`src/rtl/apb2axi_read_resp_collector.sv`:
```
// AXI R-channel collector: buffers every read beat and emits one merged
// completion record per burst, both drained through independent pop ports.
module apb2axi_read_resp_collector #(
  parameter int AXI_ID_W   = 4,
  parameter int AXI_DATA_W = 32,
  parameter int DATA_DEPTH = 16,
  parameter int CPL_DEPTH  = 4
) (
  input  logic                  aclk,
  input  logic                  aresetn,
  input  logic [AXI_ID_W-1:0]   rid,
  input  logic [AXI_DATA_W-1:0] rdata,
  input  logic [1:0]            rresp,
  input  logic                  rlast,
  input  logic                  rvalid,
  output logic                  rready,
  output logic                  dat_valid,
  input  logic                  dat_ready,
  output logic [AXI_DATA_W-1:0] dat_data,
  output logic                  dat_last,
  output logic                  cpl_valid,
  input  logic                  cpl_ready,
  output logic [AXI_ID_W-1:0]   cpl_id,
  output logic [4:0]            cpl_beats,
  output logic [1:0]            cpl_resp,
  output logic                  err_overrun
);

  localparam int DW  = AXI_DATA_W + 1;
  localparam int CW  = AXI_ID_W + 7;
  localparam int DAW = $clog2(DATA_DEPTH);
  localparam int CAW = $clog2(CPL_DEPTH);
  localparam logic [DAW:0]   DAT_FULL    = (DAW+1)'(DATA_DEPTH);
  localparam logic [DAW:0]   DAT_CNT_ONE = (DAW+1)'(1);
  localparam logic [DAW-1:0] DAT_PTR_ONE = DAW'(1);
  localparam logic [CAW:0]   CPL_FULL    = (CAW+1)'(CPL_DEPTH);
  localparam logic [CAW:0]   CPL_CNT_ONE = (CAW+1)'(1);
  localparam logic [CAW-1:0] CPL_PTR_ONE = CAW'(1);

  function automatic logic [1:0] resp_max(input logic [1:0] a, input logic [1:0] b);
    return (a > b) ? a : b;
  endfunction

  logic          rready_r, err_overrun_r;
  logic [4:0]    beat_cnt_r;
  logic [1:0]    resp_acc_r;
  logic          accept_s, last_eff_s, overrun_s;
  logic [1:0]    merged_s, cpl_resp_push_s;

  logic [DW-1:0]  dat_mem_r [DATA_DEPTH];
  logic [DAW-1:0] dat_wr_r, dat_rd_r, dat_rd_nxt_s;
  logic [DAW:0]   dat_cnt_r, dat_cnt_nxt_s;
  logic [DW-1:0]  dat_din_s, dat_head_r, dat_head_nxt_s;
  logic           dat_push_s, dat_pop_s, dat_valid_r, dat_full_nxt_s;

  logic [CW-1:0]  cpl_mem_r [CPL_DEPTH];
  logic [CAW-1:0] cpl_wr_r, cpl_rd_r, cpl_rd_nxt_s;
  logic [CAW:0]   cpl_cnt_r, cpl_cnt_nxt_s;
  logic [CW-1:0]  cpl_din_s, cpl_head_r, cpl_head_nxt_s;
  logic           cpl_push_s, cpl_pop_s, cpl_valid_r, cpl_full_nxt_s;

  // Burst bookkeeping: acceptance, 16-beat cap and response merge.
  always_comb begin
    accept_s   = rvalid && rready_r;
    last_eff_s = rlast || (beat_cnt_r == 5'd15);
    overrun_s  = (beat_cnt_r == 5'd15) && !rlast;
    merged_s   = resp_max(resp_acc_r, rresp);
    if (overrun_s && (merged_s != 2'b11)) begin
      cpl_resp_push_s = 2'b10;
    end else begin
      cpl_resp_push_s = merged_s;
    end
    dat_din_s = {rdata, last_eff_s};
    cpl_din_s = {rid, beat_cnt_r + 5'd1, cpl_resp_push_s};
  end

  // Burst state and the registered ready, computed from next-cycle occupancy.
  always_ff @(posedge aclk or negedge aresetn) begin
    if (!aresetn) begin
      rready_r      <= 1'b0;
      beat_cnt_r    <= 5'd0;
      resp_acc_r    <= 2'b00;
      err_overrun_r <= 1'b0;
    end else begin
      rready_r <= !(dat_full_nxt_s || cpl_full_nxt_s);
      if (accept_s) begin
        if (last_eff_s) begin
          beat_cnt_r <= 5'd0;
          resp_acc_r <= 2'b00;
        end else begin
          beat_cnt_r <= beat_cnt_r + 5'd1;
          resp_acc_r <= merged_s;
        end
        if (overrun_s) begin
          err_overrun_r <= 1'b1;
        end
      end
    end
  end

  // Beat FIFO next state; the head is pre-computed so outputs come from flops.
  always_comb begin
    dat_push_s   = accept_s && (dat_cnt_r != DAT_FULL);
    dat_pop_s    = dat_ready && dat_valid_r;
    dat_rd_nxt_s = dat_pop_s ? (dat_rd_r + DAT_PTR_ONE) : dat_rd_r;
    case ({dat_push_s, dat_pop_s})
      2'b10:   dat_cnt_nxt_s = dat_cnt_r + DAT_CNT_ONE;
      2'b01:   dat_cnt_nxt_s = dat_cnt_r - DAT_CNT_ONE;
      default: dat_cnt_nxt_s = dat_cnt_r;
    endcase
    // A push landing on the next read slot only happens when the FIFO drains to it.
    if (dat_push_s && (dat_wr_r == dat_rd_nxt_s)) begin
      dat_head_nxt_s = dat_din_s;
    end else if (dat_cnt_nxt_s == '0) begin
      dat_head_nxt_s = dat_head_r;
    end else begin
      dat_head_nxt_s = dat_mem_r[dat_rd_nxt_s];
    end
    dat_full_nxt_s = (dat_cnt_nxt_s == DAT_FULL);
  end

  // Beat FIFO pointers, occupancy and head register.
  always_ff @(posedge aclk or negedge aresetn) begin
    if (!aresetn) begin
      dat_wr_r    <= '0;
      dat_rd_r    <= '0;
      dat_cnt_r   <= '0;
      dat_head_r  <= '0;
      dat_valid_r <= 1'b0;
    end else begin
      if (dat_push_s) begin
        dat_wr_r <= dat_wr_r + DAT_PTR_ONE;
      end
      dat_rd_r    <= dat_rd_nxt_s;
      dat_cnt_r   <= dat_cnt_nxt_s;
      dat_head_r  <= dat_head_nxt_s;
      dat_valid_r <= (dat_cnt_nxt_s != '0);
    end
  end

  // Beat FIFO storage.
  always_ff @(posedge aclk) begin
    if (dat_push_s) begin
      dat_mem_r[dat_wr_r] <= dat_din_s;
    end
  end

  // Completion FIFO next state, same scheme as the beat FIFO.
  always_comb begin
    cpl_push_s   = accept_s && last_eff_s && (cpl_cnt_r != CPL_FULL);
    cpl_pop_s    = cpl_ready && cpl_valid_r;
    cpl_rd_nxt_s = cpl_pop_s ? (cpl_rd_r + CPL_PTR_ONE) : cpl_rd_r;
    case ({cpl_push_s, cpl_pop_s})
      2'b10:   cpl_cnt_nxt_s = cpl_cnt_r + CPL_CNT_ONE;
      2'b01:   cpl_cnt_nxt_s = cpl_cnt_r - CPL_CNT_ONE;
      default: cpl_cnt_nxt_s = cpl_cnt_r;
    endcase
    if (cpl_push_s && (cpl_wr_r == cpl_rd_nxt_s)) begin
      cpl_head_nxt_s = cpl_din_s;
    end else if (cpl_cnt_nxt_s == '0) begin
      cpl_head_nxt_s = cpl_head_r;
    end else begin
      cpl_head_nxt_s = cpl_mem_r[cpl_rd_nxt_s];
    end
    cpl_full_nxt_s = (cpl_cnt_nxt_s == CPL_FULL);
  end

  // Completion FIFO pointers, occupancy and head register.
  always_ff @(posedge aclk or negedge aresetn) begin
    if (!aresetn) begin
      cpl_wr_r    <= '0;
      cpl_rd_r    <= '0;
      cpl_cnt_r   <= '0;
      cpl_head_r  <= '0;
      cpl_valid_r <= 1'b0;
    end else begin
      if (cpl_push_s) begin
        cpl_wr_r <= cpl_wr_r + CPL_PTR_ONE;
      end
      cpl_rd_r    <= cpl_rd_nxt_s;
      cpl_cnt_r   <= cpl_cnt_nxt_s;
      cpl_head_r  <= cpl_head_nxt_s;
      cpl_valid_r <= (cpl_cnt_nxt_s != '0);
    end
  end

  // Completion FIFO storage.
  always_ff @(posedge aclk) begin
    if (cpl_push_s) begin
      cpl_mem_r[cpl_wr_r] <= cpl_din_s;
    end
  end

  assign rready      = rready_r;
  assign err_overrun = err_overrun_r;
  assign dat_valid   = dat_valid_r;
  assign dat_data    = dat_head_r[DW-1:1];
  assign dat_last    = dat_head_r[0];
  assign cpl_valid   = cpl_valid_r;
  assign {cpl_id, cpl_beats, cpl_resp} = cpl_head_r;

endmodule

```
`config.mk`:
```
export PLATFORM = sky130hd
export DESIGN_NAME = apb2axi_read_resp_collector
export DESIGN_NICKNAME = d
export VERILOG_FILES = /design/src/rtl/apb2axi_read_resp_collector.sv
export SDC_FILE = /design/constraint.sdc
export NUM_CORES = 1
export LEC_CHECK = 0
export CAP_MARGIN = 30
export CORE_MARGIN = 2
export CORE_UTILIZATION = 62
export DETAILED_ROUTE_END_ITERATION = 8
export GPL_ROUTABILITY_DRIVEN = 0
export PLACE_DENSITY = 0.84
export SYNTH_ARGS = -nofsm -noshare
export SYNTH_HDL_FRONTEND = slang
export SYNTH_SLANG_ARGS = --single-unit
```
`constraint.sdc`:
```
create_clock -name aclk -period 9.5 [get_ports aclk]
set_input_delay 1.9 -clock aclk [delete_from_list [all_inputs] [get_ports aclk]]
set_output_delay 1.9 -clock aclk [all_outputs]
set_load 0.02 [all_outputs]
```
==> results of run 1 <==
[sequential cells by signal, indices dropped and copies added, names as in the netlist, 2 cells and up]
register / count
cpl_head_r: 11
cpl_wr_r: 2
dat_head_r: 33
dat_cnt_r: 5
dat_rd_r: 4
cpl_rd_r: 2
resp_acc_r: 2
dat_wr_r: 4
cpl_mem_r: 44
cpl_cnt_r: 3
dat_mem_r: 528
beat_cnt_r: 5
[worst paths after layout]
| path | from | to | slack (ns) | cells past startpoint |
|---|---|---|---|---|
| max in group asynchronous | aresetn | dat_head_r[29] | 7.53 | 3 |
| min in group asynchronous | aresetn | cpl_head_r[8] | 1.10 | 1 |
| hold reg to reg | beat_cnt_r[4] | beat_cnt_r[4] | 0.48 | 2 |
| hold / removal | beat_cnt_r[4] | beat_cnt_r[4] | 0.48 | 2 |
| setup reg to reg | rready | dat_head_r[26] | 4.82 | 14 |
| setup / recovery | rvalid | dat_head_r[26] | 3.42 | 15 |
[placed cells by master, fill, tap and decap left out, drive strengths merged, types with 17 or more instances in the layout]
master and count:
edfxtp 572, mux4 143, clkdlybuf4s50 90, clkbuf 89, dfrtp 75, nor2 69
nand2 65, o22ai 64, buf 37, a31oi 35, or3 33, inv 31
ha 18, o21ai 17
[metrics by stage]
stage               utilization [%]  hold slack [ns]  std cells  cell area, um^2
floorplan                         -            0.450       1284            25100
global placement               67.0            0.463       1866            26700
detailed placement             67.2            0.471       1869            26800
CTS                            72.3            0.485       1983            28900
global route                   72.3            0.542       1983            28900
finish                         72.3            0.480       1983            28900
[final cells by class]
cell class,instances,area share (%)
sequential,647,66.0
multi-input combinational,541,19.9
tap,525,2.28
clock buffer,89,6.04
inverter,29,0.386
clock inverter,25,1.04
timing repair buffer,127,4.29
[cells by family (layout without fill, tap and decap cells)]
group | count (synthesis) | in the layout | share of synthesized area [%]
and+or+nand+nor | 199 | 199 | 3.57
muxes | 157 | 157 | 13.4
xor gates and xnor gates | 23 | 23 | 0.906
DFF | 647 | 647 | 75.8
buffers and inverters | 96 | 270 | 1.82
AOI/OAI and AO/OA | 143 | 143 | 3.56
adders and majority gates | 19 | 19 | 0.976
[critical path: stages]
cell and delay (ns):
clkdlybuf4s50_1 0.50, nand2_1 0.24, a31oi_2 0.53, inv_1 0.13, ha_1 0.36, xor2_1 0.19
ha_1 0.25, a22o_1 0.21, a22o_1 0.24, o221a_2 0.29, xnor2_2 0.16, and3_2 0.54
buf_4 0.56, or3_1 0.23, a31oi_1 0.13
[power breakdown]
group / total (mW) / internal [mW] / leakage (nW) / switching (mW)
Sequential: 3.75 / 3.53 / 6.03 / 0.223
Combinational: 3.67 / 1.66 / 2.58 / 2.01
Clock: 2.48 / 1.43 / 0.993 / 1.04
Total: 9.90 / 6.62 / 9.61 / 3.28
[routing by layer]
metal / wire [um] / vias up
li1: - / 5427
met1: 21000 / 6964
met2: 29100 / 1000
met3: 6480 / 173
met4: 2460 / 2
met5: 13 / -
==> impl_metrics.tcl, run 1 <==
set metrics [dict create \
    ys_types 48 \
    syn_nets 1347 \
    synth_cells 1284 \
    seq_area_um2 19100 \
    fp.dieH_um 205 \
    synth_area_leaders "edfxtp_1 (68%), mux4_2 (13%), dfrtp_1 (7.5%), o22ai_1 (1.6%), nor2_1 (1.0%)" \
    cts_hold_buffers 0 \
    netlist_top_cells_count "edfxtp_1 (572), mux4_2 (143), dfrtp_1 (75), nor2_1 (69)" \
    clk_pin_slew_worst_paths_ns 0.06 \
    drc 0 \
    core-area_um2 39900 \
    rsz0062_at_grt "no" \
    setup_viol 0 \
    end_kind "flop" \
    cts_tree "yes" \
    power.total_mw 9.90 \
    nFillCells 2191 \
    hp-class "flop to flop" \
    critPathLaunchType "primary input" \
    synth_seq_cells 647 \
    setup_slack_ns 3.42 \
    hold_viol_final 0 \
    yosysWarnings 0 \
    crit_arrival_ns 6.53 \
    synth.cell_area_um2 25100 \
    fmax_mhz 164 \
    std_cell_rows 73 \
    die_x_um 205 \
    ant_nets 0 \
    synth.most_common_cell "edfxtp_1" \
    setup_tns_ns 0 \
    drtIter0Drc 1931 \
    crit_type "primary input to flop" \
    cts_buffer_depth 3 \
    grt_max_degree 64 \
    tightest_slew_ns 0.960 \
    htree_levels 2 \
    firstDrtPassIters 6 \
    skew_ns 0.0220 \
    powerDensity_nw_per_um2 343 \
    pre_cts_slack_ns 3.04 \
    dp.final_hpwl_um 29200 \
    power_leakage_nw 9.61 \
    numCtsBuffers 61 \
    syn_area_per_cell_um2 19.6 \
    insertion_delay_ns 0.63 \
    grt_pass1_vias 14000 \
    grt_first_pass_wirelength_um 87900 \
    synthArstFlopShare_pct 11.6 \
    root_buffer "clkbuf_16" \
    initial_core_util_pct 63.0 \
    fin_crit_sh_pct 64.0 \
    status "finished, final reports clean" \
    grt_use_met3_pct 5.72 \
    synth_area_leader_cell "edfxtp_1" \
    top_usage_layer "met2" \
    fin_crit_ns 6.08 \
    layout-drive-gt1-share_pct 20.4 \
    cp.required_ns 9.94 \
    cts.sinks 647 \
    wirelength_um 59100 \
    synth-main-ff-cell "edfxtp_1" \
    maxSlewHeadroom_pct 35.6 \
    area_growth_pct 14.8 \
    track_usage_pct 29.1 \
    vias 13600 \
    ys_seq_area_share_pct 75.8 \
    yosysTopAreaCellShare_pct 68.3 \
    use_met2_pct 46.1 \
    drv_slew 0 \
    grt_overflow 0 \
    pin_count 92 \
    antennaDiodeCount 0 \
    antenna_found_initial 2 \
    die-area_um2 42200 \
    post_cts_buffers 0 \
    path_max_fanout 42 \
    wl_per_cell_um 29.8 \
    met1_usage_pct 39.7 \
    vdd_drop_max_uv 409 \
    nNetsFinal 1470 \
    synth_edf_count 572 \
    post_cts_resize_count 0 \
    portBuffers 91 \
    maxCapViolations 0 \
    via_per_inst 6.84 \
    multi_input_area_um2 5750 \
]
Power figures use the tool's default switching activity.
==> run 2: changes to the inputs <==
--- a/config.mk
+++ b/config.mk
@@ -7,10 +7,10 @@
 export LEC_CHECK = 0
 export CAP_MARGIN = 30
 export CORE_MARGIN = 2
-export CORE_UTILIZATION = 62
+export CORE_UTILIZATION = 61
 export DETAILED_ROUTE_END_ITERATION = 8
 export GPL_ROUTABILITY_DRIVEN = 0
-export PLACE_DENSITY = 0.84
+export PLACE_DENSITY = 0.83
 export SYNTH_ARGS = -nofsm -noshare
 export SYNTH_HDL_FRONTEND = slang
 export SYNTH_SLANG_ARGS = --single-unit
==> constraint.sdc (replaced) <==
create_clock -name aclk -period 5.9 [get_ports aclk]
set_input_delay 1.18 -clock aclk [delete_from_list [all_inputs] [get_ports aclk]]
set_output_delay 1.18 -clock aclk [all_outputs]
set_load 0.02 [all_outputs]
==> run 2 against run 1 <==
  * Clock power up 67%
  * Register-to-register slack worse by 3.2 ns
  * Final cell count up 0.30%
  * Clock skew down 0.0059 ns
  * Utilization down 1.2 points
  * Non-clock buffer count unchanged
  * Via count down 0.79%
  * Sequential cell count unchanged
  * Critical path depth up 1
  * Count of clock-buffer cells in the layout down 6
  * Critical endpoint is now dat_head_r[29]
  * Design area up 0.40%
  * Largest power group unchanged
  * Critical path type unchanged
==> impl_metrics.tcl, run 2 (same netlist as run 1, synthesis figures left out) <==
set metrics [dict create \
    power_leakage_nw 9.64 \
    grt_first_pass_wirelength_um 89100 \
    fin_crit_ns 4.83 \
    fp.dieH_um 207 \
    final_area_um2 29000 \
    layout-drive-gt1-share_pct 20.7 \
    grt_max_degree 109 \
    largest_register_ffs 528 \
    cts_buffer_depth 3 \
    area_growth_pct 15.2 \
    dpl.cell_count 1876 \
    htree_levels 2 \
    grt_pass1_vias 13900 \
    antenna_found_initial 2 \
    cts_tree "yes" \
    ant_nets 0 \
    numCtsBuffers 59 \
    dp.final_hpwl_um 29800 \
    tightest_slew_ns 0.976 \
    setup_viol 0 \
    insertion_delay_ns 0.63 \
    critPathLaunchType "primary input" \
    vias 13500 \
    die_x_um 207 \
    die-area_um2 42900 \
    reg2reg_depth 15 \
    end_kind "flop" \
    endpoint "dat_head_r[29]" \
    ff2ff_setup_slack_ns 1.58 \
    nNetsFinal 1468 \
    root_buffer "clkbuf_16" \
    fmax_mhz 207 \
    vdd_drop_max_uv 578 \
    crit_start "rvalid" \
    rr_startpoint "dat_cnt_r[2]" \
    skew_ns 0.0161 \
    core-area_um2 40700 \
    grt_overflow 0 \
    final_cell_mix "edfxtp_1 (572), mux4_2 (143), clkdlybuf4s50_1 (90), dfrtp_1 (75), o22ai_1 (64)" \
    wirelength_um 59900 \
    wl_per_cell_um 30.1 \
    fin_crit_sh_pct 81.8 \
    maxCapViolations 0 \
    cts_hold_buffers 0 \
    track_usage_pct 28.3 \
    cts.sinks 647 \
    drc 0 \
    stdcell_count 1989 \
    setup_tns_ns 0 \
    cp.required_ns 6.42 \
    hp-class "primary input to asynchronous set/reset pin" \
    firstDrtPassIters 5 \
    utilization_pct 71.1 \
    post_cts_buffers 0 \
    status "finished, final reports clean" \
    timing.rr.end "dat_head_r[29]" \
    reg.largest.list "dat_mem_r (528), cpl_mem_r (44), dat_head_r (33)" \
    drtIter0Drc 1946 \
    crit_arrival_ns 5.35 \
    powerDensity_nw_per_um2 556 \
    pin_count 92 \
    portBuffers 91 \
    drv_slew 0 \
    std_cell_rows 74 \
    top_register "dat_mem_r" \
    via_per_inst 6.77 \
    final_common_cell "edfxtp_1" \
    rsz0062_at_grt "no" \
    maxSlewHeadroom_pct 34.6 \
    crit_type "primary input to flop" \
    post_cts_resize_count 0 \
    path_max_fanout 39 \
    clk_pin_slew_worst_paths_ns 0.07 \
    hold_viol_final 0 \
    place_area_um2 26900 \
    initial_core_util_pct 61.7 \
]
run 2: metal layers:
layer  track usage (%)  wire, um  vias to the layer above
met5                 0        13                        -
met4              11.8      2420                        2
met3              5.08      5430                      178
met2              46.8     30700                      920
met1              37.9     21300                     6922
li1                  -         -                     5437
run 2: worst max-delay path, stage by stage:
cell and delay (ns):
clkdlybuf4s50_1 0.50, nand2_1 0.10, a31oi_2 0.14, buf_4 0.20
inv_1 0.09, ha_1 0.32, xor2_1 0.20, ha_1 0.25
a22o_1 0.20, a22o_1 0.23, o221a_2 0.29, xnor2_2 0.14
and3_2 0.50, buf_12 0.32, or3_1 0.39, a31oi_1 0.27
run 2: area by class of cell:
class                   count  area (um^2)
repair buffers            127         1290
clock buffers              83         1680
multi-input cells         541         5750
inverters                  29          111
diodes                      1         2.50
well taps                 532          666
flip-flops and latches    647        19100
clock inverters            29          418
fillers                  2276        11800
run 2: worst min-delay path by stage:
| stage | startpoint | to | slack (ns) | depth (start not counted) |
|---|---|---|---|---|
| finish | aresetn | cpl_head_r[1] | 0.44 | 1 |
| global route | aresetn | cpl_head_r[1] | 0.45 | 1 |
| CTS | aresetn | beat_cnt_r[4] | 0.42 | 1 |
| detailed placement | err_overrun | err_overrun | 0.47 | 1 |
| global placement | beat_cnt_r[4] | beat_cnt_r[4] | 0.46 | 2 |
| floorplan | beat_cnt_r[4] | beat_cnt_r[4] | 0.45 | 2 |
run 2: where the power goes:
part | switching [mW] | leakage (nW) | internal, mW
Clock | 1.70 | 1.01 | 2.43
Combinational | 3.24 | 2.59 | 2.69
Sequential | 0.361 | 6.03 | 5.68
run 2: stage by stage:
step / setup WS (ns) / power [mW] / hold slack (ns)
2_1_floorplan: 1.36 / 10.1 / 0.450
3_3_place_gp: 0.796 / 11.5 / 0.463
3_5_place_dp: 0.638 / 11.8 / 0.473
4_1_cts: 1.12 / 16.1 / 0.423
5_1_grt: 0.899 / 16.7 / 0.447
6_report: 1.07 / 16.1 / 0.444
